--- src/rtl/seq_detector_param.sv ---
`default_nettype none
// ============================================================================
//  Module      : seq_detector_param
//  Description : Serial pattern detector. Compares a qualified bit stream
//                against a runtime-loadable SEQ_LEN-bit pattern (MSB first),
//                with run-time selectable overlapping / non-overlapping
//                detection, a registered one-cycle match pulse and an
//                optional saturating match counter.
//  Options     : SEQDET_COUNT_EN - when defined, builds the match counter and
//                its synchronous clear; otherwise o_match_count is tied to 0
//                and i_cnt_clr is ignored.
//  Revision    : 1.0 - initial release
// ============================================================================
module seq_detector_param #(
   parameter int                 SEQ_LEN       = 3,
   parameter logic [SEQ_LEN-1:0] RESET_PATTERN = 3'b101,
   parameter int                 CNT_W         = 8
) (
   input  logic               clk,
   input  logic               rst_n,
   input  logic               i_load_en,
   input  logic [SEQ_LEN-1:0] i_pattern_in,
   input  logic               i_overlap,
   input  logic               i_seq_valid,
   input  logic               i_seq,
   input  logic               i_cnt_clr,
   output logic               o_detected,
   output logic [CNT_W-1:0]   o_match_count
);

   // Fill counter spans 0..SEQ_LEN-1.
   localparam int                FILL_W    = $clog2(SEQ_LEN);
   localparam logic [FILL_W-1:0] FILL_FULL = FILL_W'(SEQ_LEN - 1);

   typedef enum logic [0:0] {
      ST_FILL = 1'b0,   // history not yet holding SEQ_LEN-1 valid bits
      ST_HUNT = 1'b1    // history full, every accepted bit is a candidate
   } state_t;

   state_t               r_state;
   logic [SEQ_LEN-1:0]   r_pat;
   logic [SEQ_LEN-2:0]   r_hist;
   logic [FILL_W-1:0]    r_fill;
   logic                 r_detected;

   logic                 w_accept;
   logic [SEQ_LEN-1:0]   w_cand;
   logic [SEQ_LEN-2:0]   w_hist_next;
   logic [FILL_W-1:0]    w_fill_inc;
   logic                 w_match;

   // A load on the same edge always wins over an arriving bit.
   assign w_accept    = i_seq_valid & ~i_load_en;
   // Candidate window: the stored history followed by the new bit.
   assign w_cand      = {r_hist, i_seq};
   // Dropping the oldest bit of the candidate gives the shifted history;
   // written this way it also covers SEQ_LEN == 2 (single-bit history).
   assign w_hist_next = w_cand[SEQ_LEN-2:0];
   assign w_fill_inc  = r_fill + 1'b1;
   assign w_match     = w_accept & (r_state == ST_HUNT) & (w_cand == r_pat);

   // Pattern/history/fill FSM with registered match pulse.
   always_ff @(posedge clk or negedge rst_n) begin
      if (!rst_n) begin
         r_state    <= ST_FILL;
         r_pat      <= RESET_PATTERN;
         r_hist     <= '0;
         r_fill     <= '0;
         r_detected <= 1'b0;
      end else if (i_load_en) begin
         r_pat      <= i_pattern_in;
         r_fill     <= '0;
         r_state    <= ST_FILL;
         r_detected <= 1'b0;
      end else if (w_accept) begin
         r_detected <= w_match;
         if (w_match && !i_overlap) begin
            // Matched bits are consumed: refill from scratch.
            r_fill  <= '0;
            r_state <= ST_FILL;
         end else begin
            r_hist <= w_hist_next;
            if (r_state == ST_FILL) begin
               r_fill <= w_fill_inc;
               if (w_fill_inc == FILL_FULL) begin
                  r_state <= ST_HUNT;
               end
            end
         end
      end else begin
         r_detected <= 1'b0;
      end
   end

   assign o_detected = r_detected;

`ifdef SEQDET_COUNT_EN
   localparam logic [CNT_W-1:0] CNT_MAX = '1;

   logic [CNT_W-1:0] r_count;

   // Saturating match counter; clear has priority over an increment.
   always_ff @(posedge clk or negedge rst_n) begin
      if (!rst_n) begin
         r_count <= '0;
      end else if (i_cnt_clr) begin
         r_count <= '0;
      end else if (w_match && (r_count != CNT_MAX)) begin
         r_count <= r_count + 1'b1;
      end
   end

   assign o_match_count = r_count;
`else
   logic w_unused_cnt_clr;

   assign w_unused_cnt_clr = i_cnt_clr;
   assign o_match_count    = '0;
`endif

endmodule
`default_nettype wire

--- config.mk ---
export PLATFORM = sky130hd
export DESIGN_NAME = seq_detector_param
export DESIGN_NICKNAME = d
export VERILOG_FILES = /design/src/rtl/seq_detector_param.sv
export SDC_FILE = /design/constraint.sdc
export NUM_CORES = 1
export LEC_CHECK = 0
export ABC_AREA = 1
export CAP_MARGIN = 20
export CORE_AREA = 2 2 42 44
export CTS_CLUSTER_SIZE = 8
export DETAILED_ROUTE_END_ITERATION = 16
export DIE_AREA = 0 0 44 46
export HOLD_SLACK_MARGIN = 0.1
export PLACE_DENSITY = 0.68
export SETUP_SLACK_MARGIN = 0.15
export SYNTH_ARGS = -nofsm -noshare
export SYNTH_HDL_FRONTEND = slang
export SYNTH_SLANG_ARGS = --single-unit
--- constraint.sdc ---
create_clock -name clk -period 1.2 [get_ports clk]
set_input_delay 0.24 -clock clk [delete_from_list [all_inputs] [get_ports clk]]
set_output_delay 0.24 -clock clk [all_outputs]
set_load 0.02 [all_outputs]
After elaboration in Yosys (flattened, before gate mapping)

Cells that the tools add are included.

Bits in registers: 9
Bits of input ports: 10
Output and inout port bits: 9
Logic and storage cells: 30

Add/subtract/negate cells: 1
Eq/ne operators: 3
Muxes and demuxes: 11
Bitwise logic cells: 5
Reduce and logical (&&, ||, !) cells: 5

Operators by type and width:

| operator                                      | count |
|---|---|
| two-way mux 2 bit                             | 4 |
| two-way mux 1 bit                             | 7 |
| bitwise AND 1 bit                             | 3 |
| == test 3 bit                                 | 1 |
| != test 3 x 2 -> 1 bit, second input constant | 1 |
| AND reduction 3 bit                           | 1 |
| adder 2 x 1 -> 2 bit, second input constant   | 1 |
| == test 2 bit, second input constant          | 1 |
| NOT 1 bit                                     | 2 |
| AND reduction 2 bit                           | 1 |
| nonzero test 2 bit                            | 1 |
| logical AND 1 bit                             | 1 |
| logical NOT 1 bit                             | 1 |

Depth between registers and ports, before layout

Depth after elaboration: 8
Depth in mapped cells: 9
Mapped depth without buffers: 9

Worst setup path before layout

Ideal clock, no wire load.

Path kind: register -> register
Start point: register r_pat[0]
End point: register r_fill[0]
Setup time: 0.116 ns
Data arrival time: 1.069 ns
Data required time: 1.084 ns
Path slack: 0.015 ns
Stages on the path, launching flop included: 10
Buffers on the path: 0
Period minus slack after synthesis: 1.185 ns
Cells stage by stage: dfstp_2 -> inv_1 -> nand2_1 -> nand2_2 -> nor2_2 -> nand3_2 -> nand2_1 -> nor2_1 -> nand2_1 -> nand2_1

Word-level cells in the longest chain between the ends: 6
Elaborated cells on any way between the ends: 8
Classes of those cells: eq/ne: 2; mux: 3; bitwise: 1; reduce/logical: 2

RTL lines:

| item                   | line | RTL |
|---|---|---|
| from (decl)            | 41   | `logic [SEQ_LEN-1:0] r_pat;` |
| from (signal assigned) | 71   | `r_pat <= i_pattern_in;` |
| == test 3 bit (*)      | 60   | `assign w_match = w_accept & (r_state == ST_HUNT) & (w_cand == r_pat);` |
| bitwise AND 1 bit (*)  | 60   |  |
| logical AND 1 bit (*)  | 77   | `if (w_match && !i_overlap) begin` |
| two-way mux 2 bit      | 77   |  |
| two-way mux 2 bit      | 75   | `end else if (w_accept) begin` |
| two-way mux 2 bit      | 70   | `end else if (i_load_en) begin` |
| to (signal assigned)   | 84   | `r_fill <= w_fill_inc;` |
| to (decl)              | 43   | `logic [FILL_W-1:0] r_fill;` |

Mark *: on every way between the ends. The rest lies on a longest branch, timed or not. The select of a mux whose other input is x is not followed.
A chain may end at the register's enable or synchronous reset.

Worst setup path in the final report

Start point: register r_pat[2]
End point: register r_fill[1]

The elaborated chain is that of the path after synthesis.

==> flow_results.xml <==
<?xml version="1.0" encoding="UTF-8"?>
<metrics>
  <group name="status">
    <metric name="run_status" unit="">complete, but fails checks</metric>
    <metric name="failed_checks" unit="">negative setup slack</metric>
  </group>
  <group name="placed_design">
    <metric name="gp_routability_congestion" unit="">0.751</metric>
    <metric name="number_of_i_o_port_buffers" unit="">9</metric>
    <metric name="post-place-cells" unit="">104</metric>
    <metric name="detailed_place_hpwl" unit="um">789</metric>
    <metric name="placement.cell_area" unit="sq um">672</metric>
  </group>
  <group name="power_and_ir_drop">
    <metric name="cellPowerDensity" unit="nW/um^2">1140</metric>
    <metric name="net-switching-power" unit="uW">265</metric>
    <metric name="cell_internal_pwr" unit="uW">584</metric>
    <metric name="vdd.ir_drop.worst" unit="mV">0.409</metric>
    <metric name="total_leakage_power" unit="nW">0.381</metric>
    <metric name="p_sw_share" unit="%">31.2</metric>
    <metric name="seq_power_share" unit="%">43.6</metric>
    <metric name="p_comb_share" unit="%">28.2</metric>
    <metric name="power.clock.fraction" unit="%">28.2</metric>
  </group>
  <group name="global_route">
    <metric name="grt_max_degree" unit="">10</metric>
    <metric name="wire_length_of_the_first_global_routing_pass" unit="um">1640</metric>
    <metric name="grt_overflow_total" unit="">0</metric>
    <metric name="groute.usage.overall" unit="%">11.8</metric>
    <metric name="vias_in_the_first_global_route" unit="">426</metric>
    <metric name="antenna_violations_before_repair" unit="">0</metric>
  </group>
  <group name="timing">
    <metric name="rsz0062_at_grt" unit="">true</metric>
    <metric name="finClkSkew" unit="ps">4.93</metric>
    <metric name="timing.final.setup_violations" unit="">5</metric>
    <metric name="final.min_clock_period" unit="ps">1270</metric>
    <metric name="final_max_tran_viols" unit="">0</metric>
    <metric name="max_freq" unit="MHz">787</metric>
    <metric name="final.period_utilization" unit="%">106</metric>
    <metric name="setup_slack" unit="ps">-71.4</metric>
    <metric name="timing_hold_violations_final" unit="">0</metric>
  </group>
  <group name="route">
    <metric name="drt-wirelength-per-cell" unit="um">9.27</metric>
    <metric name="post-route-drc-count" unit="">0</metric>
    <metric name="drt.antenna.violating_nets" unit="">0</metric>
    <metric name="drtIter0Drc" unit="">4</metric>
    <metric name="detailroute.via_count" unit="">469</metric>
    <metric name="drt_pre_antenna_iters" unit="">2</metric>
    <metric name="route.final.wire_length" unit="um">1030</metric>
    <metric name="drt-vias-per-instance" unit="">4.23</metric>
  </group>
  <group name="logic_synthesis">
    <metric name="post_synth_design_cell_area" unit="sq um">561</metric>
    <metric name="synthTopCellsByArea" unit="">sky130_fd_sc_hd__dfrtp_1 (31%), sky130_fd_sc_hd__nand2_1 (15%), sky130_fd_sc_hd__buf_4 (11%)</metric>
    <metric name="synth.avg_cell_area" unit="sq um">7.57</metric>
    <metric name="ys_seq_elements" unit="">9</metric>
    <metric name="ys_warn_count" unit="">0</metric>
    <metric name="post_synth_num_cell_types" unit="">18</metric>
    <metric name="ys_seq_area_share" unit="%">40.6</metric>
    <metric name="synth_top_area_cell" unit="">sky130_fd_sc_hd__dfrtp_1</metric>
    <metric name="postSynthCellCount" unit="">74</metric>
    <metric name="post-synth-top-area-fraction" unit="%">31.3</metric>
  </group>
  <group name="final_layout">
    <metric name="final_cell_count_no_fill" unit="">111</metric>
    <metric name="final_common_cell" unit="">sky130_fd_sc_hd__nand2_1</metric>
    <metric name="final_area" unit="sq um">743</metric>
    <metric name="mostFrequentLayoutCells" unit="">sky130_fd_sc_hd__nand2_1 (18), sky130_fd_sc_hd__inv_1 (10), sky130_fd_sc_hd__conb_1 (8), sky130_fd_sc_hd__buf_4 (8)</metric>
    <metric name="syn2layout_area_growth" unit="%">32.6</metric>
    <metric name="num-nets-final" unit="">106</metric>
    <metric name="post_route_cells_drive_above_1_share" unit="%">31.9</metric>
    <metric name="n_antenna_cell" unit="">0</metric>
  </group>
  <group name="floorplan">
    <metric name="dieArea" unit="sq um">2020</metric>
    <metric name="design.portCount" unit="">19</metric>
    <metric name="core.rowCount" unit="">15</metric>
    <metric name="fp.coreArea" unit="sq um">1610</metric>
    <metric name="start_util" unit="%">34.7</metric>
    <metric name="x_dimension_of_the_die" unit="um">44</metric>
    <metric name="die_h" unit="um">46</metric>
  </group>
  <group name="worst_setup_path">
    <metric name="cp_slowest_cell" unit="">sky130_fd_sc_hd__dfstp_2</metric>
    <metric name="cp_common_cell" unit="">sky130_fd_sc_hd__nand2_1</metric>
    <metric name="reg2regPathDepth" unit="">9</metric>
    <metric name="reg2reg_slack" unit="ps">-70</metric>
    <metric name="worst_ep_required_time" unit="ps">1350</metric>
    <metric name="regToRegStartpoint" unit="">r_pat[2]</metric>
    <metric name="slowest_delay" unit="ps">540</metric>
    <metric name="critPathLaunchType" unit="">register</metric>
    <metric name="critPathKind" unit="">register to register</metric>
    <metric name="crit_chain" unit="">inv_2, nand2_2, nand2_2, nor2_2, nand3_2, nand2_1, nand2_1, nand2_1, nand2_1</metric>
    <metric name="arrival" unit="ps">1430</metric>
    <metric name="critPathMaxFanout" unit="">4</metric>
    <metric name="crit-reg2reg-capture" unit="">r_fill[1]</metric>
    <metric name="worst_setup_end_kind" unit="">register</metric>
  </group>
  <group name="cts">
    <metric name="clk_path_buf_depth" unit="">2</metric>
    <metric name="clkLatencyLatePin" unit="ps">260</metric>
    <metric name="cts-root-buf" unit="">sky130_fd_sc_hd__clkbuf_4</metric>
    <metric name="worst_setup_hold_path_clk_slew" unit="ps">60</metric>
    <metric name="ctsHoldBuffers" unit="">0</metric>
    <metric name="cts-htree-levels" unit="">1</metric>
    <metric name="cts_inserted_buffers" unit="">3</metric>
    <metric name="tritoncts" unit="">built</metric>
    <metric name="tritoncts_num_sinks" unit="">9</metric>
  </group>
  <group name="worst_hold_path">
    <metric name="hold_path_class" unit="">primary input to async pin</metric>
  </group>
  <group name="job">
    <metric name="number_of_maximum_capacitance_constraint_violations" unit="">0</metric>
  </group>
</metrics>
-- synthesized netlist by cell type --
master / instances
sky130_fd_sc_hd__o22ai_1: 1
sky130_fd_sc_hd__nand3_2: 1
sky130_fd_sc_hd__nand2_1: 22
sky130_fd_sc_hd__dfstp_2: 2
sky130_fd_sc_hd__dfrtp_1: 7
sky130_fd_sc_hd__nor2_4: 1
sky130_fd_sc_hd__conb_1: 1
sky130_fd_sc_hd__buf_4: 8
sky130_fd_sc_hd__o21ai_0: 3
sky130_fd_sc_hd__ha_1: 1
sky130_fd_sc_hd__o21ai_1: 2
sky130_fd_sc_hd__inv_1: 12
sky130_fd_sc_hd__nor2_2: 2
sky130_fd_sc_hd__nand2_2: 3
sky130_fd_sc_hd__buf_6: 1
sky130_fd_sc_hd__nor2_1: 5
sky130_fd_sc_hd__nor4_1: 1
sky130_fd_sc_hd__a21oi_2: 1
-- cell type report --
type                            count  area, sq um
Fill cell                         169          871
Multi-Input combinational cell     51          268
Sequential cell                     9          228
Timing Repair Buffer               18          155
Inverter                           12         45.0
Clock buffer                        4         26.3
Tap cell                           17         21.3
-- worst max-delay path by stage --
| stage | from | to | cells past startpoint |
|---|---|---|---|
| after floorplan | r_pat[0] | r_fill[0] | 9 |
| after global placement | i_seq_valid | r_fill[0] | 10 |
| after detailed placement | i_seq_valid | r_fill[0] | 10 |
| after CTS | r_pat[0] | r_fill[0] | 9 |
| after global routing | r_pat[2] | r_fill[1] | 9 |
| final | r_pat[2] | r_fill[1] | 9 |
-- repair_timing --
action	CTS	global route
hold endpoints to repair	0	0
gates resized for setup	7	6
pin swaps	2	3
setup buffers	1	2
setup endpoints to repair	7	6
-- metrics by stage --
stage	util, %	power, mW	hold slack, ps	setup TNS (ps)	setup slack (ps)
finish	46.0	0.849	271	-325	-71.4
global route	46.0	0.918	302	-843	-167
CTS	43.6	0.833	284	-357	-78.9
detailed placement	41.6	0.578	486	-1900	-347
global placement	41.6	0.571	469	-1600	-298
floorplan	-	0.519	-55.6	0	17.4
-- metal layers --
| metal | up-vias | track usage (%) | wire, um |
|---|---|---|---|
| met5 | - | 0 | 0 |
| met4 | 0 | 9.09 | 23 |
| met3 | 4 | 2.38 | 31 |
| met2 | 11 | 20.6 | 541 |
| met1 | 208 | 12.3 | 432 |
| li1 | 246 | - | - |
-- critical path, delay by kind of cell, from the launching register on --
family | cells | cell delay (ps)
simple gates | 8 | 580
buf+inv | 1 | 40
flops | 1 | 540
-- cells by family (layout without fill, tap and decap cells) --
logic type,count (synthesis),count (layout),share of synthesized area [%]
AOI/OAI and AO/OA,7,7,7.14
and+or+nand+nor,35,35,28.6
buffers and inverters,21,34,20.8
DFF,9,9,40.6
other,1,8,0.669
adders and majority gates,1,1,2.23
-- state kept, by name, summed over array words and instances (netlist names) --
register / flops
r_pat: 3
o_detected: 1
r_state: 1
r_fill: 2
r_hist: 2
-- power by group through the flow --
stage / logic (mW) / registers, mW / clock network [mW]
after global placement: 0.199 / 0.372 / 0
after CTS: 0.210 / 0.369 / 0.254
after floorplan: 0.150 / 0.368 / 0
after global routing: 0.274 / 0.375 / 0.270
final: 0.239 / 0.370 / 0.240
after detailed placement: 0.203 / 0.375 / 0
No activity file was read; power rests on OpenSTA's default activity.
==> edit 1 (config.mk and constraints unchanged) <==
Register the output `o_detected` once more, without a reset; this adds one clock of latency there. The other outputs are not delayed to match.
--- a/src/rtl/seq_detector_param.sv
+++ b/src/rtl/seq_detector_param.sv
@@ -92,7 +92,9 @@
       end
    end
 
-   assign o_detected = r_detected;
+   always_ff @(posedge clk) begin
+      o_detected <= r_detected;
+   end
 
 `ifdef SEQDET_COUNT_EN
    localparam logic [CNT_W-1:0] CNT_MAX = '1;
Check against the original RTL: not equivalent (a bounded check fails within 4 cycles, from zero or initial values and one cycle with rst_n low).
==> edit 1 against the original RTL <==
The run still ends with setup timing left. Core utilization fell by 1.6 points. Sequential cell count rose by 1. Final area fell by 3.4%. Synthesized area rose by 3.6%. Fmax rose by 1.0%. Die area did not move. Clock power rose by 2%. Combinational power fell by 13%. Worst setup slack improved by 13 ps. Largest cell class unchanged. Sequential power rose by 9.5%. Power rose by 0.87%. Routed wire length barely moved.
==> edit 1: results <==
export IMPL_yosys_top_cells_area="dfrtp_1 (30%), nand2_1 (14%), buf_4 (10%)"
export IMPL_grt_pass1_wl_um=1530
export IMPL_p_leak_nw=0.366
export IMPL_cp_startpoint="r_pat[2]"
export IMPL_layout_nets=103
export IMPL_synth_top_cell_area_share_pct=30.2
export IMPL_grt_met2_usage_pct=16.8
export IMPL_violations="setup timing"
export IMPL_grt_pass1_vias=377
export IMPL_ys_async_sr_fraction_pct=90.0
export IMPL_antenna_found_initial=0
export IMPL_routed_via_count=448
export IMPL_clockRootBuffer="clkbuf_4"
export IMPL_clock_path_buffers=2
export IMPL_use_met1_pct=13.0
export IMPL_htreeDepth=1
export IMPL_vdd_drop_max_uv=513
export IMPL_cts_buffers=3
export IMPL_clock_latency_ps=260
export IMPL_yosys_warnings=0
export IMPL_outcome="finished, violations left"
export IMPL_skew_ps=13.5
export IMPL_drt_iter0_markers=3
export IMPL_setup_slack_ps=-58.5
export IMPL_grt_max_degree=10
export IMPL_yosysSeqAreaShare_pct=42.7
export IMPL_largestRegisters="r_pat (3), r_fill (2), r_hist (2)"
export IMPL_met3_usage_pct=3.57
export IMPL_dpl_instance_area_um2=684
export IMPL_grt_usage_pct=10.9
export IMPL_clkTransAtPathRegs_ps=80
export IMPL_dpl_hpwl_um=814
export IMPL_arrival_ps=1420
export IMPL_wl_per_cell_um=9.54
export IMPL_drive_above_1_share_pct=28.6
export IMPL_critPathMaxFanout=4
export IMPL_place_gp_congestion=0.751
export IMPL_min_path_type="input pin to asynchronous set/reset pin"
export IMPL_ys_top_cells_by_count="nand2_1 (22), inv_1 (12), buf_4 (8), dfrtp_1 (7), nor2_1 (5)"
export IMPL_diodes=0
export IMPL_synth_cell_types=19
export IMPL_port_buffers=9
export IMPL_firstDrtPassIters=4
export IMPL_fillCellCount=168
export IMPL_setup_violations_final=5
## edit 1: changes by cell type in the layout (fill, tap and decap cells not counted)
cell / change
nand2_2: -1
nand2_1: +1
nor4_2: +1
buf_4: -3
dfxtp_1: +1
buf_6: -1
nor4_4: -1
inv_2: +1
inv_1: -1
## edit 1: cell type report
class,instances,area share (%)
well taps,17,2.96
inverters,12,6.27
flip-flops and latches,10,34.5
repair buffers,14,16.9
multi-input cells,51,35.7
clock buffers,4,3.66
## edit 1: power breakdown
part	internal [mW]	leakage (nW)	switching (mW)
Clock	0.128	0.0150	0.117
Sequential	0.378	0.120	0.0268
Combinational	0.0899	0.231	0.118
Total	0.596	0.366	0.261
## edit 1: kinds of logic after synthesis
kind of cell / after synthesis / synth area share (%)
flip-flops: 10 / 42.7
adder cells (fa/ha/maj): 1 / 2.15
AO/OA/AOI/OAI: 7 / 6.90
buffers and inverters: 21 / 20.0
other: 1 / 0.646
AND/OR/NAND/NOR: 35 / 27.6
## edit 1: metrics by stage
stage / setup TNS, ps / utilization [%] / instances / worst slack [ps]
floorplan: 0 / - / 82 / 17.4
global placement: -1560 / 42.4 / 104 / -291
detailed placement: -1780 / 42.4 / 104 / -335
CTS: -190 / 44.1 / 108 / -59.2
global route: -676 / 44.5 / 108 / -176
finish: -198 / 44.5 / 108 / -58.5
## edit 1: worst paths after layout
check | endpoint | slack [ps] | cells after the start
max | r_fill[0] | -60 | 9
min | r_pat[1] | 270 | 1
max reg2reg | r_fill[0] | -60 | 9
min reg2reg | o_detected | 370 | 0
max in group asynchronous | r_pat[2] | 580 | 1
min in group clk | o_detected | 370 | 0
## edit 1: worst max-delay path, stage by stage, from the launching register on
cell     delay, ps
dfstp_2        540
inv_2           40
nand2_2         50
nand2_2         50
nor2_2         100
nand3_2        130
nand2_1         90
nand2_1         70
nand2_1         60
nand2_1         50
## edit 1: layer usage
layer,vias up,wire [um],part of all wire [%]
met1,191,452,44
met5,-,0,0
met4,0,25,2.4
met3,2,53,5.1
met2,13,499,48
li1,242,-,-
## edit 1: timing repair
action,4_1_cts,5_1_grt
pin swaps,5,3
endpoints found under the setup margin,7,6
gates cloned,0,0
setup buffers,0,0
gates resized for setup,10,1
==> edit 2 (config.mk and constraints unchanged) <==
Made on the original files. `SEQ_LEN`: 3 -> 6.
--- a/src/rtl/seq_detector_param.sv
+++ b/src/rtl/seq_detector_param.sv
@@ -12,7 +12,7 @@
 //  Revision    : 1.0 - initial release
 // ============================================================================
 module seq_detector_param #(
-   parameter int                 SEQ_LEN       = 3,
+   parameter int                 SEQ_LEN       = 6,
    parameter logic [SEQ_LEN-1:0] RESET_PATTERN = 3'b101,
    parameter int                 CNT_W         = 8
 ) (
Interface: changed (resized i_pattern_in); port bits go from 19 to 22. The function was not compared with the original's and may differ.
==> edit 2 against the original RTL <==
The run still ends with setup timing left. Final area increased by 73%. Count of clock-buffer cells in the layout unchanged. Core utilization grew 34 points. Final cell count rose by 58%. Routed wire length increased by 86%. Synthesized area up 66%. Clock skew is 2.0 ps higher. Sequential cell count increased by 7. Global-route usage grew 9.2 points. Power rose by 76%. Worst setup slack worse by 87 ps. Clock power grew 53%. Critical path type unchanged. Largest cell class unchanged.
==> edit 2: results <==
export IMPL_clock_path_buffers=2
export IMPL_synth_cell_types=22
export IMPL_ff2ff_path_depth=8
export IMPL_critPathSlowestCell="dfstp_2"
export IMPL_dpl_hpwl_um=1350
export IMPL_place_gp_congestion=0.818
export IMPL_grt_max_degree=17
export IMPL_largestRegisters="r_pat (6), r_hist (5), r_fill (3)"
export IMPL_grt_pass1_wl_um=3070
export IMPL_violations="setup timing"
export IMPL_arrival_ps=1580
export IMPL_clkTransAtPathRegs_ps=100
export IMPL_setup_violations_final=9
export IMPL_clock_latency_ps=300
export IMPL_finalHoldWorstSlack_ps=267
export IMPL_port_buffers=12
export IMPL_drive_above_1_share_pct=32.9
export IMPL_largest_register_ffs=6
export IMPL_p_leak_nw=0.664
export IMPL_vdd_drop_max_uv=804
export IMPL_wl_per_cell_um=10.9
export IMPL_yosys_top_cells_area="dfrtp_1 (38%), nand2_1 (16%), inv_1 (7.7%)"
export IMPL_outcome="finished, violations left"
export IMPL_drt_iter0_markers=7
export IMPL_layout_nets=174
export IMPL_yosysSeqAreaShare_pct=43.3
export IMPL_grt_usage_pct=21.0
export IMPL_setup_slack_ps=-159
-- edit 2: timing repair --
item	CTS	global route
setup buffers	1	1
setup endpoints to repair	11	11
gates resized for setup	12	10
pin swaps	9	5
hold buffers	0	0
-- edit 2: per-stage QoR --
stage               instances  setup slack [ps]  instance area, um^2
floorplan                 129             -66.0                  961
global placement          169              -400                 1190
detailed placement        169              -465                 1190
CTS                       174              -193                 1250
global route              175              -305                 1280
finish                    175              -159                 1280
-- edit 2: per-layer routing --
metal | vias up | global-route usage, % | routed length [um]
li1 | 424 | - | -
met1 | 373 | 23.5 | 781
met2 | 19 | 37.1 | 1000
met3 | 7 | 3.97 | 74
met4 | 0 | 12.1 | 51
met5 | - | 0 | 0
-- edit 2: report_power, final --
group / switching (mW) / internal, mW
combinational: 0.232 / 0.234
sequential: 0.0516 / 0.608
clock: 0.183 / 0.185
total: 0.466 / 1.03
-- edit 2: worst paths after layout --
path                             endpoint       startpoint
worst max-delay path            r_hist[1]         r_pat[2]
worst min-delay path            r_hist[4]            rst_n
worst max register to register  r_hist[1]         r_pat[2]
worst min register to register  r_fill[2]        r_fill[2]
max in group asynchronous        r_pat[2]            rst_n
min in group clk                 r_pat[2]  i_pattern_in[2]
-- edit 2: area by class of cell --
class | instances | area [um^2]
inverters | 20 | 75.1
clock buffers | 4 | 36.3
fillers | 127 | 329
flip-flops and latches | 16 | 403
repair buffers | 34 | 294
well taps | 17 | 21.3
multi-input cells | 84 | 455
-- edit 2: logic make-up (layout without fill, tap and decap cells) --
logic type	Yosys count	count (layout)	share of synthesized area, %
adder cells (fa/ha/maj)	2	2	2.69
other	1	8	0.403
AO/OA/AOI/OAI	16	16	10.2
XOR/XNOR	2	2	1.88
AND/OR/NAND/NOR	56	56	26.5
buffers and inverters	29	58	14.9
flip-flops	16	16	43.3
